**config.mk**
```make
export PLATFORM = sky130hd
export DESIGN_NAME = baud_gen_frac_flat
export DESIGN_NICKNAME = d
export VERILOG_FILES = /design/src/rtl/baud_gen_frac_if.sv /design/src/rtl/baud_gen_frac.sv /design/src/flat_wrapper.sv
export SDC_FILE = /design/constraint.sdc
export NUM_CORES = 1
export LEC_CHECK = 0
export BUFFER_PORTS_ARGS = -buffer_cell sky130_fd_sc_hd__buf_2
export CELL_PAD_IN_SITES_DETAIL_PLACEMENT = 1
export CELL_PAD_IN_SITES_GLOBAL_PLACEMENT = 1
export CORE_UTILIZATION = 43
export DETAILED_ROUTE_END_ITERATION = 8
export PLACE_DENSITY = 0.79
export RECOVER_POWER = 50
export SETUP_SLACK_MARGIN = 0.2
export SLEW_MARGIN = 5
export SYNTH_ARGS = -nofsm -noshare
export SYNTH_HDL_FRONTEND = slang
export SYNTH_SLANG_ARGS = --single-unit
```
**constraint.sdc**
```tcl
create_clock -name clk -period 3.8 [get_ports clk]
set_input_delay 0.38 -clock clk [delete_from_list [all_inputs] [get_ports clk]]
set_output_delay 0.38 -clock clk [all_outputs]
set_load 0.03 [all_outputs]
```
**src/rtl/baud_gen_frac_if.sv**
```systemverilog
// Configuration and tick bus between the UART config registers (master)
// and the fractional baud generator (slave).
interface baud_gen_frac_if #(
  parameter int INT_W  = 11,
  parameter int FRAC_W = 4
) ();
  logic              en;
  logic [INT_W-1:0]  dvsr_int;
  logic [FRAC_W-1:0] dvsr_frac;
  logic              cfg_load;
  logic              rx_resync;
  logic              rx_tick;
  logic              tx_tick;

  modport master (
    output en, dvsr_int, dvsr_frac, cfg_load, rx_resync,
    input  rx_tick, tx_tick
  );

  modport slave (
    input  en, dvsr_int, dvsr_frac, cfg_load, rx_resync,
    output rx_tick, tx_tick
  );
endinterface

```
**src/rtl/baud_gen_frac.sv**
```systemverilog
// Fractional-N UART baud tick generator: independent rx (oversample) and tx (bit)
// divider paths with glitch-free divisor reload, enable and rx phase resync.
module baud_gen_frac #(
  parameter int INT_W    = 11,
  parameter int FRAC_W   = 4,
  parameter int OVS      = 16,
  parameter int DEF_DVSR = 2
) (
  input  logic           clk,
  input  logic           reset,
  baud_gen_frac_if.slave bus
);
  localparam int                OVS_W    = $clog2(OVS);
  localparam logic [OVS_W-1:0]  OVS_LAST = OVS_W'(OVS - 1);
  localparam logic [INT_W-1:0]  DEF_INT  = INT_W'(DEF_DVSR);
  localparam logic [INT_W:0]    ONE_X    = {{INT_W{1'b0}}, 1'b1};

  // Last cnt value of a period: D-1+carry, one bit wider so D=max with carry cannot overflow.
  function automatic logic [INT_W:0] wrap_point(input logic [INT_W-1:0] d, input logic c);
    logic [INT_W:0] d_eff;
    d_eff = (d == {INT_W{1'b0}}) ? ONE_X : {1'b0, d};
    return d_eff - ONE_X + {{INT_W{1'b0}}, c};
  endfunction

  logic [INT_W-1:0]  pend_int_q, pend_int_d;
  logic [FRAC_W-1:0] pend_frac_q, pend_frac_d;

  logic [INT_W-1:0]  rx_int_q, rx_int_d, rx_cnt_q, rx_cnt_d;
  logic [FRAC_W-1:0] rx_frac_q, rx_frac_d, rx_acc_q, rx_acc_d;
  logic              rx_carry_q, rx_carry_d, rx_tick_q, rx_tick_d, rx_wrap_s;

  logic [INT_W-1:0]  tx_int_q, tx_int_d, tx_cnt_q, tx_cnt_d;
  logic [FRAC_W-1:0] tx_frac_q, tx_frac_d, tx_acc_q, tx_acc_d;
  logic              tx_carry_q, tx_carry_d, tx_tick_q, tx_tick_d, tx_wrap_s;
  logic [OVS_W-1:0]  ovs_q, ovs_d;

  assign bus.rx_tick = rx_tick_q;
  assign bus.tx_tick = tx_tick_q;

  always_comb begin
    if (bus.cfg_load) begin
      pend_int_d  = bus.dvsr_int;
      pend_frac_d = bus.dvsr_frac;
    end else begin
      pend_int_d  = pend_int_q;
      pend_frac_d = pend_frac_q;
    end
  end

  // Rx path: en=0 beats resync beats wrap; resync on the same edge as cfg_load takes the new value.
  always_comb begin
    rx_wrap_s  = ({1'b0, rx_cnt_q} == wrap_point(rx_int_q, rx_carry_q));
    rx_int_d   = rx_int_q;
    rx_frac_d  = rx_frac_q;
    rx_cnt_d   = rx_cnt_q;
    rx_acc_d   = rx_acc_q;
    rx_carry_d = rx_carry_q;
    rx_tick_d  = 1'b0;
    if (!bus.en || bus.rx_resync) begin
      rx_cnt_d   = {INT_W{1'b0}};
      rx_acc_d   = {FRAC_W{1'b0}};
      rx_carry_d = 1'b0;
      if (bus.cfg_load) begin
        rx_int_d  = bus.dvsr_int;
        rx_frac_d = bus.dvsr_frac;
      end else if (bus.en) begin
        rx_int_d  = pend_int_q;
        rx_frac_d = pend_frac_q;
      end else begin
        rx_int_d  = rx_int_q;
        rx_frac_d = rx_frac_q;
      end
    end else if (rx_wrap_s) begin
      rx_cnt_d               = {INT_W{1'b0}};
      {rx_carry_d, rx_acc_d} = {1'b0, rx_acc_q} + {1'b0, rx_frac_q};
      rx_int_d               = pend_int_q;
      rx_frac_d              = pend_frac_q;
      rx_tick_d              = 1'b1;
    end else begin
      rx_cnt_d = rx_cnt_q + INT_W'(1);
    end
  end

  // Tx path: same divider, tx_tick only on the wrap that closes an OVS group.
  always_comb begin
    tx_wrap_s  = ({1'b0, tx_cnt_q} == wrap_point(tx_int_q, tx_carry_q));
    tx_int_d   = tx_int_q;
    tx_frac_d  = tx_frac_q;
    tx_cnt_d   = tx_cnt_q;
    tx_acc_d   = tx_acc_q;
    tx_carry_d = tx_carry_q;
    ovs_d      = ovs_q;
    tx_tick_d  = 1'b0;
    if (!bus.en) begin
      tx_cnt_d   = {INT_W{1'b0}};
      tx_acc_d   = {FRAC_W{1'b0}};
      tx_carry_d = 1'b0;
      ovs_d      = {OVS_W{1'b0}};
      if (bus.cfg_load) begin
        tx_int_d  = bus.dvsr_int;
        tx_frac_d = bus.dvsr_frac;
      end else begin
        tx_int_d  = tx_int_q;
        tx_frac_d = tx_frac_q;
      end
    end else if (tx_wrap_s) begin
      tx_cnt_d               = {INT_W{1'b0}};
      {tx_carry_d, tx_acc_d} = {1'b0, tx_acc_q} + {1'b0, tx_frac_q};
      tx_int_d               = pend_int_q;
      tx_frac_d              = pend_frac_q;
      if (ovs_q == OVS_LAST) begin
        ovs_d     = {OVS_W{1'b0}};
        tx_tick_d = 1'b1;
      end else begin
        ovs_d     = ovs_q + OVS_W'(1);
        tx_tick_d = 1'b0;
      end
    end else begin
      tx_cnt_d = tx_cnt_q + INT_W'(1);
    end
  end

  always_ff @(posedge clk) begin
    if (reset) begin
      pend_int_q  <= DEF_INT;
      pend_frac_q <= {FRAC_W{1'b0}};
      rx_int_q    <= DEF_INT;
      rx_frac_q   <= {FRAC_W{1'b0}};
      rx_cnt_q    <= {INT_W{1'b0}};
      rx_acc_q    <= {FRAC_W{1'b0}};
      rx_carry_q  <= 1'b0;
      rx_tick_q   <= 1'b0;
      tx_int_q    <= DEF_INT;
      tx_frac_q   <= {FRAC_W{1'b0}};
      tx_cnt_q    <= {INT_W{1'b0}};
      tx_acc_q    <= {FRAC_W{1'b0}};
      tx_carry_q  <= 1'b0;
      tx_tick_q   <= 1'b0;
      ovs_q       <= {OVS_W{1'b0}};
    end else begin
      pend_int_q  <= pend_int_d;
      pend_frac_q <= pend_frac_d;
      rx_int_q    <= rx_int_d;
      rx_frac_q   <= rx_frac_d;
      rx_cnt_q    <= rx_cnt_d;
      rx_acc_q    <= rx_acc_d;
      rx_carry_q  <= rx_carry_d;
      rx_tick_q   <= rx_tick_d;
      tx_int_q    <= tx_int_d;
      tx_frac_q   <= tx_frac_d;
      tx_cnt_q    <= tx_cnt_d;
      tx_acc_q    <= tx_acc_d;
      tx_carry_q  <= tx_carry_d;
      tx_tick_q   <= tx_tick_d;
      ovs_q       <= ovs_d;
    end
  end
endmodule

```
**src/flat_wrapper.sv**
```systemverilog
// flat-port wrapper written by rule: the top's interface ports become plain ports
module baud_gen_frac_flat 
#(
  parameter int INT_W    = 11,
  parameter int FRAC_W   = 4,
  parameter int OVS      = 16,
  parameter int DEF_DVSR = 2
)
  (clk, reset, bus_en, bus_dvsr_int, bus_dvsr_frac, bus_cfg_load, bus_rx_resync, bus_rx_tick, bus_tx_tick);
  baud_gen_frac_if #(.INT_W(INT_W), .FRAC_W(FRAC_W)) bus_i ();
  input  logic clk;
  input  logic reset;
  input wire logic [$bits(bus_i.en)-1:0] bus_en;
  input wire logic [$bits(bus_i.dvsr_int)-1:0] bus_dvsr_int;
  input wire logic [$bits(bus_i.dvsr_frac)-1:0] bus_dvsr_frac;
  input wire logic [$bits(bus_i.cfg_load)-1:0] bus_cfg_load;
  input wire logic [$bits(bus_i.rx_resync)-1:0] bus_rx_resync;
  output wire logic [$bits(bus_i.rx_tick)-1:0] bus_rx_tick;
  output wire logic [$bits(bus_i.tx_tick)-1:0] bus_tx_tick;
  assign bus_i.en = bus_en;
  assign bus_i.dvsr_int = bus_dvsr_int;
  assign bus_i.dvsr_frac = bus_dvsr_frac;
  assign bus_i.cfg_load = bus_cfg_load;
  assign bus_i.rx_resync = bus_rx_resync;
  assign bus_rx_tick = bus_i.rx_tick;
  assign bus_tx_tick = bus_i.tx_tick;
  baud_gen_frac #(.INT_W(INT_W), .FRAC_W(FRAC_W), .OVS(OVS), .DEF_DVSR(DEF_DVSR)) u_core (.clk(clk), .reset(reset), .bus(bus_i));
endmodule
```
After elaboration in Yosys (flattened, before gate mapping)
Cells that the tools add are included.
Storage, ports and cells
  bits in registers: 83
  input port bits: 20
  output and inout port bits: 2
Operators by class
  add/sub/neg operators: 9
  equal/unequal tests: 5
  mux-type cells: 19
  bitwise logic cells: 2
  reductions and logical operators: 13
Operators by type and width (count)
  $mux W11: 9
  $mux W4: 8
  $add A12 B1 Y12: 2
  $eq A11 B12 Y1: 2
  $sub A12 B1 Y12 const B: 2
  $add A11 B1 Y11 const B: 2
  $logic_not A11 Y1: 2
  $add A4 B4 Y5: 2
  $reduce_or A3 Y1: 3
  $add A4 B1 Y4 const B: 1
  $eq A4 B4 Y1 const B: 1
  $reduce_and A2 Y1: 2
  $reduce_bool A2 Y1: 2
  $reduce_or A2 Y1: 2
  $ne A3 B3 Y1 const B: 1
  $mux W1: 2
  $ne A2 B1 Y1 const B: 1
  $not A1 Y1: 2
  $logic_not A1 Y1: 1
  $logic_or A1 B1 Y1: 1

Longest topological paths before layout
  word-level depth: 7
  depth in mapped cells: 15
  gate-level depth less buffers: 12

Worst setup path before layout
OpenSTA, ideal clock, no wires.
  path type: register -> register
  from: register u_core.tx_int_q[5]
  to: register u_core.tx_int_q[1]
  data arrival time: 3.468 ns
  data required time: 3.681 ns
  setup slack: 0.213 ns
  cell stages (with the launch flop): 16
  buffers on the path: 3
  path through: dfxtp_1 -> or4_1 -> buf_2 -> nor3_1 -> a21oi_1 -> ha_1 -> ha_1 -> or3b_2 -> clkbuf_1 -> nand2_1 -> a211oi_1 -> o31ai_4 -> o41ai_4 -> buf_6 -> mux2i_1 -> nand2_1
Between the ends
  word-level cells in the longest chain between the ends: 7
Ends and longest elaborated chain
  start, declared: RTL line baud_gen_frac.sv:32  | logic [INT_W-1:0] tx_int_q, tx_int_d, tx_cnt_q, tx_cnt_d;
  start signal, assigned: RTL line baud_gen_frac.sv:149  | tx_int_q <= tx_int_d;
  $logic_not A11 Y1: RTL line baud_gen_frac.sv:21  | d_eff = (d == {INT_W{1'b0}}) ? ONE_X : {1'b0, d};
  $mux W11 *: RTL line baud_gen_frac.sv:21
  $sub A12 B1 Y12 *: RTL line baud_gen_frac.sv:22  | return d_eff - ONE_X + {{INT_W{1'b0}}, c};
  $add A12 B1 Y12 *: RTL line baud_gen_frac.sv:22
  $eq A11 B12 Y1 *: RTL line baud_gen_frac.sv:86  | tx_wrap_s = ({1'b0, tx_cnt_q} == wrap_point(tx_int_q, tx_carry_q));
  $ne A2 B1 Y1 (no line) *
  $reduce_and A2 Y1 (no line) *
Mark *: on every way between the ends. The rest lies on a longest branch, timed or not.
A chain may end at the register's enable or synchronous reset.

Final worst setup path
  from: register u_core.tx_int_q[6]
  to: register u_core.tx_int_q[1]
Same word-level chain as after synthesis.

==> impl_summary.txt <==
----------------------------------------------------
[Timing]
  Number of setup violations in the final report ... 0
  Worst hold-check slack ... approximately 0.27 ns
  Final critical-path share of the clock period ... 0.968
  Maximum clock skew at final layout ... about 0.012 ns
  Final-report max-slew violation count ... 0
  Number of hold-slack violations in the final timing report ... 0
  RSZ-0062 raised after global routing ... yes
  Worst max-slew margin expressed relative to the limit ... 0.0927
  Maximum clock frequency ... about 270 MHz
  Minimum clock period after layout ... between 3 and 4 ns
  Total negative slack for setup checks ... 0 ns
  Worst slew pin tran ... between 1 and 1.5 ns

[Clocking]
  Number of sinks on the clock net ... just over 80
  Clock insertion delay at the later pin of the skew report ... ~0.37 ns
  Cell chosen for the clock root ... sky130_fd_sc_hd__clkbuf_8
  Total CTS buffers ... 9
  H-tree level count ... 3
  Clock-pin transition on the worst setup and hold timing paths ... around 0.090 ns
  Buffer levels on the longest clock path ... 2
  Hold-fix buffer count after cts ... 0
  CTS tree ... done

[Drt]
  Routed vias/inst ... between 5 and 6
  Drt wl/cell ... around 19 um
  1st-iter DRT viols ... 132
  Overall routed net length ... around 13 mm
  Router iterations before antenna repair ... 6
  DR vias ... between 3000 and 4000
  DRC violations left ... 0
  Routed Antenna Nets ... 0

[Power]
  Overall power ... roughly 2.2 mW
  Peak ir drop on the vdd network ... approximately 170 uV
  Static power due to leakage ... 2.18 nW
  Pwr dens ... ~410 nW/um2

[GRT]
  Wire length of the first global-routing pass ... between 15 and 20 mm
  Maximum number of pins on one net before global-route repair ... 37
  All-layer global routing usage ... 0.224
  Via count of the first global-routing pass ... between 3000 and 4000
  Aggregate global routing overflow ... 0
  Initial antenna violation count ... 0

[Final layout]
  Count of antenna diodes in the layout ... 0
  Area grow syn2layout ... 16.7%
  Fraction of the core area covered by cells at the end of the flow ... 0.522
  Layout net count ... about 570
  Layout cell share with drive strength beyond 1 ... 0.220

[Placement]
  Port buffer count ... 21
  HPWL after detailed placement ... about 8.0 mm
  GPL Wtd Cong ... approximately 0.85

[Worst setup path]
  Data arrival time of the worst path ... slightly below 4 ns
  Worst Setup End Kind ... register
  Number of stages on the worst setup path ... 14
  Required @ worst endpoint ... between 4 and 5 ns
  Critical Path Fanout Max ... 8
  CP delay by family, top ... simple AND/OR/NAND/NOR gates
  Slowest stage cell on the critical path ... sky130_fd_sc_hd__or4b_4
  Crit path launch type ... register
  Kind of critical path ... reg2reg
  Most common cell on crit path ... sky130_fd_sc_hd__buf_4
  Count of buffering cells on the critical path with inverters included ... 3
  Depth of the worst register-to-register path ... 14
  Critical-path cell list ... or4_4, nor3_4, a21oi_2, ha_2, buf_4, or4b_4, or4_1, o21ai_2, nand4_4, o41ai_4, buf_4, buf_12, mux2i_1, nand2_1
  Delay of the slowest cell on the worst path ... between 0.5 and 0.6 ns

[Hold path]
  HP Class ... in2reg
  Count of cells along the worst hold path ... 3

[Synth]
  Prevailing post-synth register cell ... sky130_fd_sc_hd__dfxtp_1
  Share of flip-flops with an asynchronous set or reset ... 0
  Number of enable flip-flop cells after synthesis ... 0
  Synth top area share ... 0.357
  Main area contributors after synthesis ... sky130_fd_sc_hd__dfxtp_1 (36%), sky130_fd_sc_hd__mux2i_1 (10%), sky130_fd_sc_hd__nor2_1 (5.5%)
  Average instance area after synthesis ... 9.22 um2
  Cell Area, Synth ... ~4700 um2
  Gate count after technology mapping ... approximately 510
  Library cells used by synthesis ... between 60 and 70
  Sequential-to-total area share from yosys stat ... 0.357
  Number of register bits inferred by synthesis ... 83
  Biggest area consumer among synthesized cells ... sky130_fd_sc_hd__dfxtp_1
  Synthesized Nets ... 542
  Synth warnings ... 0

[Floorplan]
  Core area ... 10400 um2
  Chip Width ... 106 um
  Floorplan die area ... approximately 11000 um2
  Number of ports placed on the die boundary ... 22
  Row count ... 37
  Die Y ... approximately 110 um
  Starting density of the core ... 0.447

[Job]
  Max-cap violations ... 0

[Status]
  Status ... finished clean

----------------------------------------------------
[path summary, 6_finish.rpt]
path | start | to | slack (ns)
max | u_core.tx_int_q[6]$_SDFFE_PP0P_ | u_core.tx_int_q[1]$_SDFFE_PP1P_ | 0.12
min | bus_dvsr_int[10] | u_core.pend_int_q[10]$_SDFFE_PP0P_ | 0.27
max reg2reg | u_core.tx_int_q[6]$_SDFFE_PP0P_ | u_core.tx_int_q[1]$_SDFFE_PP1P_ | 0.12
min reg2reg | u_core.rx_int_q[0]$_SDFFE_PP0P_ | u_core.rx_int_q[0]$_SDFFE_PP0P_ | 0.47
[metal layers]
layer,vias up,track usage,wire length [um],share of wire
li1,1843,-,-,-
met1,1896,0.288,5650,0.44
met2,78,0.374,6490,0.50
met3,30,0.0276,376,0.029
met4,0,0.106,345,0.027
met5,-,0,0,0
[cell type report]
type / count / area (um2)
inverters: 23 / 86.3
fillers: 1185 / 4980
repair buffers: 48 / 372
flip-flops and latches: 83 / 1670
clock inverters: 5 / 125
well taps: 136 / 170
clock buffers: 10 / 138
multi-input cells: 372 / 2870
[state kept, by name, summed over array words and instances (netlist names), 4 cells and up]
register / flops
u_core.rx_int_q: 11
u_core.rx_cnt_q: 11
u_core.ovs_q: 4
u_core.tx_acc_q: 4
u_core.pend_int_q: 11
u_core.tx_frac_q: 4
u_core.tx_cnt_q: 11
u_core.rx_acc_q: 4
u_core.rx_frac_q: 4
u_core.pend_frac_q: 4
u_core.tx_int_q: 11
[cell usage in the layout, fill, tap and decap left out, types with 5 or more instances in the layout]
cell type                   instances
sky130_fd_sc_hd__nand3_1           24
sky130_fd_sc_hd__a21oi_1           10
sky130_fd_sc_hd__nand2_1           23
sky130_fd_sc_hd__ha_1              13
sky130_fd_sc_hd__buf_4             19
sky130_fd_sc_hd__nor3_1             5
sky130_fd_sc_hd__xnor2_1           28
sky130_fd_sc_hd__a211oi_1           6
sky130_fd_sc_hd__and3_1             9
sky130_fd_sc_hd__buf_2             18
sky130_fd_sc_hd__a211oi_2          17
sky130_fd_sc_hd__nor2_2             5
sky130_fd_sc_hd__xor2_1            22
sky130_fd_sc_hd__mux2i_1           48
sky130_fd_sc_hd__clkbuf_8          10
sky130_fd_sc_hd__o2bb2ai_1          9
sky130_fd_sc_hd__dfxtp_1           78
sky130_fd_sc_hd__nor2_1            68
sky130_fd_sc_hd__inv_1             23
[where the power goes]
part | switching (mW) | internal (mW) | leakage, nW
clock | 0.333 | 0.516 | 0.132
combinational | 0.240 | 0.202 | 1.37
sequential | 0.0491 | 0.909 | 0.680
total | 0.622 | 1.63 | 2.18
[tightest hold or removal path, stage by stage]
cell                      delay, ns
sky130_fd_sc_hd__buf_2         0.10
sky130_fd_sc_hd__mux2i_1       0.06
sky130_fd_sc_hd__nor2_1        0.07
[what timing repair did]
item,4_1_cts,5_1_grt
resized for setup,14,23
setup buffers,3,10
endpoints found under the setup margin,37,60
pin swaps,2,13
cloned,3,0
[cell families (layout without fill, tap and decap cells)]
group / count (synthesis) / count (layout) / synth area share
AOI/OAI and AO/OA: 76 / 76 / 0.145
xor gates and xnor gates: 50 / 50 / 0.0940
adders and majority gates: 17 / 17 / 0.0489
buffers and inverters: 50 / 86 / 0.0494
DFF: 83 / 83 / 0.357
muxes: 50 / 50 / 0.108
and+or+nand+nor: 179 / 179 / 0.198
[Yosys cell counts, types with 3 or more instances]
master,number
sky130_fd_sc_hd__and3_1,9
sky130_fd_sc_hd__a211oi_1,8
sky130_fd_sc_hd__nand2b_1,5
sky130_fd_sc_hd__dfxtp_1,83
sky130_fd_sc_hd__nand4_1,3
sky130_fd_sc_hd__or4_1,3
sky130_fd_sc_hd__ha_1,15
sky130_fd_sc_hd__xnor2_1,28
sky130_fd_sc_hd__a211oi_2,15
sky130_fd_sc_hd__clkbuf_1,16
sky130_fd_sc_hd__nor2_2,5
sky130_fd_sc_hd__nor2_1,68
sky130_fd_sc_hd__nand2_1,23
sky130_fd_sc_hd__inv_1,23
sky130_fd_sc_hd__nand3b_1,4
sky130_fd_sc_hd__nor3b_1,3
sky130_fd_sc_hd__nor3_1,6
sky130_fd_sc_hd__a21oi_1,12
sky130_fd_sc_hd__a21o_1,3
sky130_fd_sc_hd__xor2_1,22
sky130_fd_sc_hd__nor4_1,5
sky130_fd_sc_hd__buf_6,5
sky130_fd_sc_hd__nor2b_1,3
sky130_fd_sc_hd__nand3_1,24
sky130_fd_sc_hd__buf_2,4
sky130_fd_sc_hd__o2bb2ai_1,9
sky130_fd_sc_hd__mux2i_1,48
sky130_fd_sc_hd__and4_1,3
[through the flow]
step	setup WS [ns]	instances	instance area [um2]
2_1_floorplan	0.213	505	4660
3_3_place_gp	0.173	646	4880
3_5_place_dp	-0.0423	646	4880
4_1_cts	0.205	667	5300
5_1_grt	0.0142	677	5440
6_report	0.120	677	5440
No activity file was read; power rests on OpenSTA's default activity.
